==> config.mk <==
export PLATFORM = sky130hd
export DESIGN_NAME = mem_request_unit
export DESIGN_NICKNAME = d
export VERILOG_FILES = /design/src/rtl/cpu_types_pkg.sv /design/src/rtl/link_reg.sv /design/src/rtl/mem_request_unit.sv
export SDC_FILE = /design/constraint.sdc
export NUM_CORES = 1
export LEC_CHECK = 0
export ABC_CLOCK_PERIOD_IN_PS = 6670
export BUFFER_PORTS_ARGS = -buffer_cell sky130_fd_sc_hd__buf_2
export CAP_MARGIN = 25
export CORE_MARGIN = 1
export CORE_UTILIZATION = 54
export DETAILED_ROUTE_END_ITERATION = 8
export PLACE_DENSITY = 0.94
export REMOVE_ABC_BUFFERS = 1
export SYNTH_ARGS = -nofsm -noshare
export SYNTH_HDL_FRONTEND = slang
export SYNTH_HIERARCHICAL = 1
export SYNTH_SLANG_ARGS = --single-unit
==> constraint.sdc <==
create_clock -name CLK -period 6.67 [get_ports CLK]
set_input_delay 0.3335 -clock CLK [delete_from_list [all_inputs] [get_ports CLK]]
set_output_delay 0.3335 -clock CLK [all_outputs]
set_load 0.01 [all_outputs]
==> src/rtl/cpu_types_pkg.sv <==
// Shared datapath types: machine word and the memory request sequencer states.
package cpu_types_pkg;

    typedef logic [31:0] word_t;

    typedef enum logic [1:0] {
        IDLE   = 2'd0,
        DREQ   = 2'd1,
        HALTED = 2'd2
    } mru_state_t;

endpackage

==> src/rtl/link_reg.sv <==
// LL/SC link register: a valid bit plus the linked 30-bit word address.
module link_reg (
    input  logic        CLK,
    input  logic        RST,
    input  logic        set,
    input  logic        clr,
    input  logic [29:0] set_addr,
    input  logic [29:0] cmp_addr,
    output logic        match
);

    logic        valid;
    logic [29:0] link_addr;

    // set wins over clr so an LL completing always establishes a fresh link
    always_ff @(posedge CLK or posedge RST) begin
        if (RST) begin
            valid     <= 1'b0;
            link_addr <= '0;
        end else if (set) begin
            valid     <= 1'b1;
            link_addr <= set_addr;
        end else if (clr) begin
            valid     <= 1'b0;
        end
    end

    assign match = valid && (link_addr == cmp_addr);

endmodule

==> src/rtl/mem_request_unit.sv <==
// Data-memory request sequencer: holds dmem requests until dhit, stalls the PC,
// and owns the LL/SC link and sticky halt.
//
// state  | meaning
// IDLE   | fetching; 1-cycle ops complete here, memory ops launch a request
// DREQ   | request held on the dmem port until dhit
// HALTED | absorbing until reset; no fetch, no requests
module mem_request_unit
    import cpu_types_pkg::*;
#(
    parameter int WORD_W = 32
) (
    input  logic              CLK,
    input  logic              RST,
    input  logic              ihit,
    input  logic              dhit,
    input  logic              dREN_in,
    input  logic              dWEN_in,
    input  logic              ll,
    input  logic              sc,
    input  logic              halt_in,
    input  logic [WORD_W-1:0] addr,
    input  logic [WORD_W-1:0] store_data,
    output logic              imemREN,
    output logic              dmemREN,
    output logic              dmemWEN,
    output logic [WORD_W-1:0] dmemaddr,
    output logic [WORD_W-1:0] dmemstore,
    output logic              pc_en,
    output logic [WORD_W-1:0] sc_result,
    output logic              halt
);

    mru_state_t        state;
    logic              is_sc_q;
    logic              is_ll_q;
    logic              link_set;
    logic              link_clr;
    logic              link_match;
    logic              sc_bit;
    logic              mem_op;
    logic              sc_fail;
    logic [WORD_W-3:0] cmp_addr;
    logic              unused_addr_lsbs;

    assign unused_addr_lsbs = ^addr[1:0];

    assign mem_op  = dREN_in | dWEN_in;
    assign sc_fail = dWEN_in & sc & ~link_match;

    // IDLE checks the incoming SC address; DREQ checks the store in flight
    assign cmp_addr = (state == DREQ) ? dmemaddr[WORD_W-1:2] : addr[WORD_W-1:2];

    link_reg u_link_reg (
        .CLK      (CLK),
        .RST      (RST),
        .set      (link_set),
        .clr      (link_clr),
        .set_addr (dmemaddr[WORD_W-1:2]),
        .cmp_addr (cmp_addr),
        .match    (link_match)
    );

    always_comb begin
        pc_en    = 1'b0;
        sc_bit   = 1'b0;
        link_set = 1'b0;
        link_clr = 1'b0;
        case (state)
            IDLE: begin
                if (ihit && !halt_in)
                    pc_en = !mem_op || sc_fail;
            end
            DREQ: begin
                if (dhit) begin
                    pc_en  = 1'b1;
                    sc_bit = is_sc_q;
                    if (is_sc_q)
                        link_clr = 1'b1;
                    else if (is_ll_q)
                        link_set = 1'b1;
                    else if (dmemWEN && link_match)
                        link_clr = 1'b1;
                end
            end
            default: ;
        endcase
    end

    assign imemREN   = (state == IDLE);
    assign sc_result = {{(WORD_W-1){1'b0}}, sc_bit};

    always_ff @(posedge CLK or posedge RST) begin
        if (RST) begin
            state     <= IDLE;
            dmemREN   <= 1'b0;
            dmemWEN   <= 1'b0;
            dmemaddr  <= '0;
            dmemstore <= '0;
            halt      <= 1'b0;
            is_sc_q   <= 1'b0;
            is_ll_q   <= 1'b0;
        end else begin
            case (state)
                IDLE: begin
                    if (ihit) begin
                        if (halt_in) begin
                            state <= HALTED;
                            halt  <= 1'b1;
                        end else if (mem_op && !sc_fail) begin
                            state     <= DREQ;
                            dmemaddr  <= {addr[WORD_W-1:2], 2'b00};
                            dmemstore <= store_data;
                            dmemWEN   <= dWEN_in;
                            dmemREN   <= !dWEN_in;
                            is_sc_q   <= dWEN_in & sc;
                            is_ll_q   <= !dWEN_in & ll;
                        end
                    end
                end
                DREQ: begin
                    if (dhit) begin
                        state   <= IDLE;
                        dmemREN <= 1'b0;
                        dmemWEN <= 1'b0;
                        is_sc_q <= 1'b0;
                        is_ll_q <= 1'b0;
                    end
                end
                HALTED: begin
                    dmemREN <= 1'b0;
                    dmemWEN <= 1'b0;
                end
                default: state <= IDLE;
            endcase
        end
    end

endmodule

### Word level (Yosys, flattened, before mapping)

Index checks and enable logic that the tools add are counted.

| word-level totals | value |
|---|---|
| bits in registers | 100 |
| bits in latches | 0 |
| bits in writable memories | 0 |
| bits in read-only memories | 0 |
| word-level logic and storage cells | 82 |
| memories | 0 |

| operators by class | value |
|---|---|
| add/sub/neg operators | 0 |
| $mul | 0 |
| divide/modulo/power cells | 0 |
| magnitude comparators | 0 |
| equal/unequal tests | 8 |
| shifts and indexed selects | 0 |
| mux-type cells | 39 |
| bitwise logic cells | 7 |
| reduce and logical (&&, ||, !) cells | 18 |

Operators with widths:

| kind | number |
|---|---|
| $eq A30 B30 Y1 | 1 |
| $mux W30 | 1 |
| $mux W1 | 28 |
| $reduce_and A5 Y1 | 2 |
| $mux W2 | 4 |
| $reduce_and A4 Y1 | 2 |
| $ne A2 B2 Y1 const B | 3 |
| $pmux W1 S2 | 3 |
| $pmux W1 S3 | 2 |
| $pmux W2 S3 | 1 |
| $logic_and A1 B1 Y1 | 4 |
| $logic_not A1 Y1 | 4 |
| $reduce_bool A2 Y1 | 2 |
| $and A1 B1 Y1 | 3 |
| $ne A3 B2 Y1 const B | 1 |
| $not A1 Y1 | 3 |
| $reduce_and A3 Y1 | 1 |
| $reduce_bool A3 Y1 | 1 |
| $eq A2 B1 Y1 const B | 1 |
| $eq A2 B2 Y1 const B | 1 |
| $logic_not A2 Y1 | 1 |
| $ne A2 B1 Y1 const B | 1 |
| $logic_or A1 B1 Y1 | 1 |
| $or A1 B1 Y1 | 1 |

### Depth between registers and ports, before layout

| depth | value |
|---|---|
| depth in word-level cells | 12 |
| mapped depth | 13 |
| depth with buffers taken out | 11 |

### Hierarchy

Netlist, hierarchy kept.

Modules (own cells, without submodules):

| module | instances | cells an instance | area an instance (um2) |
|---|---|---|---|
| mem_request_unit | 1 | 250 | 3392.0 |
| link_reg | 1 | 107 | 1472.7 |

### Least setup slack after synthesis

Ideal clock, no wire load.

| path | value |
|---|---|
| path type | register to register |
| start | reg state[1] |
| end | reg dmemstore[18] |
| setup time | 0.125 ns |
| arrival | 3.830 ns |
| data required time | 6.545 ns |
| slack | 2.716 ns |
| stages on the path, launching flop included | 14 |
| path buffers | 3 |
| period minus slack after synthesis | 3.954 ns |
| cell sequence | dfrtp_1 > inv_1 > ha_1 > clkbuf_1 > buf_1 > mux2_2 > xnor2_1 > nand4_1 > or4_1 > nor4_2 > and3b_1 > nor3_4 > buf_6 > mux2_2 |

| between the ends | value |
|---|---|
| word-level cells in the longest chain between the ends | 9 |
| elaborated cells between the ends (all ways) | 10 |
| those cells by class | 2 x eq/ne; 1 x mux; 2 x bitwise; 5 x reduce/logical |

Ends and longest elaborated chain:

| item | RTL line | text |
|---|---|---|
| start, declared | mem_request_unit.sv:34 | `mru_state_t state;` |
| start signal, assigned | mem_request_unit.sv:95 | `state <= IDLE;` |
| start signal, assigned | mem_request_unit.sv:108 | `state <= HALTED;` |
| start signal, assigned | mem_request_unit.sv:111 | `state <= DREQ;` |
| $eq A2 B1 Y1 | mem_request_unit.sv:52 | `assign cmp_addr = (state == DREQ) ? dmemaddr[WORD_W-1:2] : addr[WORD_W-1:2];` |
| $mux W30 | mem_request_unit.sv:52 |  |
| named net cmp_addr[9] | mem_request_unit.sv:43 | `logic [WORD_W-3:0] cmp_addr;` |
| $eq A30 B30 Y1 | link_reg.sv:28 | `assign match = valid && (link_addr == cmp_addr);` |
| $logic_and A1 B1 Y1 | link_reg.sv:28 |  |
| named net link_match | mem_request_unit.sv:39 | `logic link_match;` |
| $not A1 Y1 | mem_request_unit.sv:49 | `assign sc_fail = dWEN_in & sc & ~link_match;` |
| $and A1 B1 Y1 | mem_request_unit.sv:49 |  |
| $logic_not A1 Y1 | mem_request_unit.sv:110 | `end else if (mem_op && !sc_fail) begin` |
| $logic_and A1 B1 Y1 | mem_request_unit.sv:110 |  |
| $reduce_and A4 Y1 (no source line) | -- |  |
| end signal, assigned | mem_request_unit.sv:113 | `dmemstore <= store_data;` |
| end, declared | mem_request_unit.sv:28 | `output logic [WORD_W-1:0] dmemstore,` |

The timed path passes the listed nets, and every way through them passes these cells.
A chain may end at the register's enable or synchronous reset.

### Worst setup path after layout

| path | value |
|---|---|
| start | reg state[1] |
| end | reg dmemstore[14] |

The elaborated chain is that of the path after synthesis.

==> flow_summary.toml <==
[status]
status = "complete, no violations"

[setup_path]
worst_setup_path_start_kind = "register"
worstPathRequired_ns = 6.90
worst-setup-path-type = "reg2reg"
worstRegToRegCells = 11
endpoint_kind = "register"
rr_startpoint = "state[1]$_DFFE_PP0P_"
reg2reg_setup_slack_ns = 2.29
critPathArrivalTime_ns = 4.60
reg2reg_to = "dmemstore[14]$_DFFE_PP0P_"
cp_max_fo = 40

[cts]
clockBufferDepth = 2
numCtsBuffers = 9
root_buffer = "clkbuf_8"
cts_sinks = 100
cts_max_level = 3
holdBufCountCts = 1
post_cts_buffers = 0
post_cts_resized = 0
tritoncts = "built"
clk_pin_slew_ns = 0.10
clk_latency_ns = 0.35

[place]
globalplace.congestion = 0.8210
port_buffers = 138
dpl.cell_count = 594
hpwl_um = 6660
place_ws_ns = 2.273

[pwr]
power.share.clock_pct = 16.6
vdd_ir_drop_max_uv = 230.5
internal-power_w = 0.001566
static-leakage-power_nw = 2.769
comb_power_share_pct = 40.2
p_seq_share_pct = 43.2
power.density_mw_per_mm2 = 413.8
power_switching_w = 0.0008046
p_total_w = 0.002370
netSwitchingFraction_pct = 33.95

[floorplan]
fp.dieArea_sq_mm = 0.009393
rows = 34
die_x_um = 96.92
start_util_pct = 55.78
die_y_um = 96.92
io_pins = 174
core-area_sq_mm = 0.008721

[run]
maxCapViolations = 0

[detailed_routing]
routed_wirelength_um = 9129
routed_via_density = 5.077
dr.first_iter.drc_count = 66
routed-via-count = 3102
drt-wirelength-per-cell_um = 14.94
dr.pass1.iters = 4
drc_errors = 0
ant_nets = 0

[final_layout]
final_common_cell = "buf_2"
final_cell_count_no_fill = 611
nNetsFinal = 575
diodes = 0
final_cell_mix = "138 x buf_2, 120 x mux2_2, 100 x dfrtp_1, 33 x conb_1, 26 x xnor2_1"
drive_above_1_share_pct = 56.46
area.growth.synth_to_final_pct = 17.75

[synth]
synth.cell_area_sq_mm = 0.004865
ys_types = 34
yosysSeqAreaShare_pct = 51.44
avgSynthCellArea_sq_um = 13.63
synth-seq-cells = 100
yosysWarnings = 6
synthCells = 357

[timing]
skew_ns = 0.01352
rsz0062_at_grt = "false"
post-route-min-period_ns = 4.376
tns_ns = 0
worst_slack_ns = 2.294
fmax_mhz = 228.5
hold_viol_final = 0
slew_headroom_pct = 43.62
min_period_over_period_pct = 65.60
setup_viol = 0
slew_viol_final = 0
tightest_slew_ns = 0.8457

[hold_path]
hold_path.class = "in2reg"
hold-path-endpoint = "dmemstore[17]$_DFFE_PP0P_"
min-delay-start = "store_data[17]"
min_path_cells = 2

[global_routing]
gr-total-overflow = 0
grt_pass1_wl_um = 15410
grt_util_all_layers_pct = 20.34
antenna_found_initial = 0
grt_pass1_vias = 3310
grt_max_degree = 66
-- sequential cells by signal, summed over array words and instances, names as in the netlist --
signal                count
dmemREN                   1
dmemWEN                   1
dmemaddr                 30
dmemstore                32
halt                      1
is_ll_q                   1
is_sc_q                   1
state                     2
u_link_reg/link_addr     30
u_link_reg/valid          1
-- metal layers --
metal	part of all wire, %	GRT usage (%)	up-vias
met5	0	0	-
met4	0.97	6.544	0
met3	5.4	4.118	11
met2	52	36.40	124
met1	42	24.47	1508
li1	-	-	1459
-- Yosys cell counts --
master,n,area [sq um]
a211oi_1,1,7.510
a21o_1,3,22.52
a21oi_1,2,10.01
a31o_2,1,8.760
a31oi_1,1,6.260
a32o_1,1,10.01
and3_1,1,6.260
and3b_1,1,8.760
buf_1,5,18.77
buf_4,34,255.2
buf_6,6,67.56
clkbuf_1,2,7.510
conb_1,1,3.750
dfrtp_1,100,2502
ha_1,4,50.05
inv_1,8,30.03
mux2_1,4,45.04
mux2_2,120,1351
nand2_1,4,15.01
nand2b_1,1,6.260
nand3_1,1,5.000
nand4_1,7,43.79
nor2_1,5,18.77
nor2b_1,2,12.51
nor3_1,2,10.01
nor3_4,1,16.27
nor4_1,2,12.51
nor4_2,1,12.51
o21ai_0,3,15.01
o41ai_1,1,8.760
or2_1,1,6.260
or4_1,1,7.510
xnor2_1,26,227.7
xor2_1,4,35.03
-- logic make-up (layout without fill, tap and decap cells) --
logic type,after synthesis,after routing,synth area share [%]
DFF,100,100,51.44
and+or+nand+nor,30,30,3.730
xor gates and xnor gates,30,30,5.401
muxes,124,124,28.70
other,1,33,0.07709
adders and majority gates,4,4,1.029
buffers and inverters,55,169,7.793
AOI/OAI and AO/OA,13,13,1.826
-- per-stage QoR --
stage	util, %	area (sq um)	hold slack, ns
3_5_place_dp	63.23	5514	0.2191
4_1_cts	65.68	5728	0.1788
5_1_grt	65.68	5728	0.1869
6_report	65.68	5728	0.1883
3_3_place_gp	63.23	5514	0.2125
2_1_floorplan	-	4636	0.4370
-- critical path: stages (launching register included) --
cell,delay (ns)
dfrtp_1,0.42
inv_1,0.09
ha_2,0.63
mux2_2,0.42
xnor2_1,0.16
nand4_1,0.14
or4_1,0.57
nor4_2,0.45
and3b_1,0.28
nor3_4,0.20
buf_4,0.46
mux2_2,0.40
-- worst max path at each step --
| stage | cells after the start | to | slack, ns | start |
|---|---|---|---|---|
| 5_1_grt | 11 | dmemaddr[28]$_DFFE_PP0P_ | 2.00 | state[1]$_DFFE_PP0P_ |
| 4_1_cts | 11 | dmemaddr[28]$_DFFE_PP0P_ | 2.25 | state[1]$_DFFE_PP0P_ |
| 2_1_floorplan | 10 | dmemaddr[10]$_DFFE_PP0P_ | 1.47 | state[1]$_DFFE_PP0P_ |
| 3_3_place_gp | 11 | dmemstore[25]$_DFFE_PP0P_ | 2.37 | state[1]$_DFFE_PP0P_ |
| 3_5_place_dp | 11 | dmemstore[25]$_DFFE_PP0P_ | 2.27 | state[1]$_DFFE_PP0P_ |
| 6_report | 11 | dmemstore[14]$_DFFE_PP0P_ | 2.29 | state[1]$_DFFE_PP0P_ |
-- area by class of cell --
| class | instances | area, sq um |
|---|---|---|
| clock inverters | 3 | 45.04 |
| repair buffers | 145 | 745.7 |
| clock buffers | 13 | 158.9 |
| fillers | 638 | 2993 |
| flip-flops and latches | 100 | 2502 |
| inverters | 8 | 30.03 |
| multi-input cells | 234 | 2111 |
| well taps | 108 | 135.1 |
-- power groups by stage --
stage	Sequential [W]	Clock (W)	Combinational (W)
after floorplan	0.00110	0	0.000538
after global placement	0.00101	0	0.000931
after detailed placement	0.00104	0	0.000965
after CTS	0.00103	0.000402	0.000970
after global routing	0.00106	0.000421	0.00103
final	0.00102	0.000393	0.000953
(Power assumes the default switching activity.)
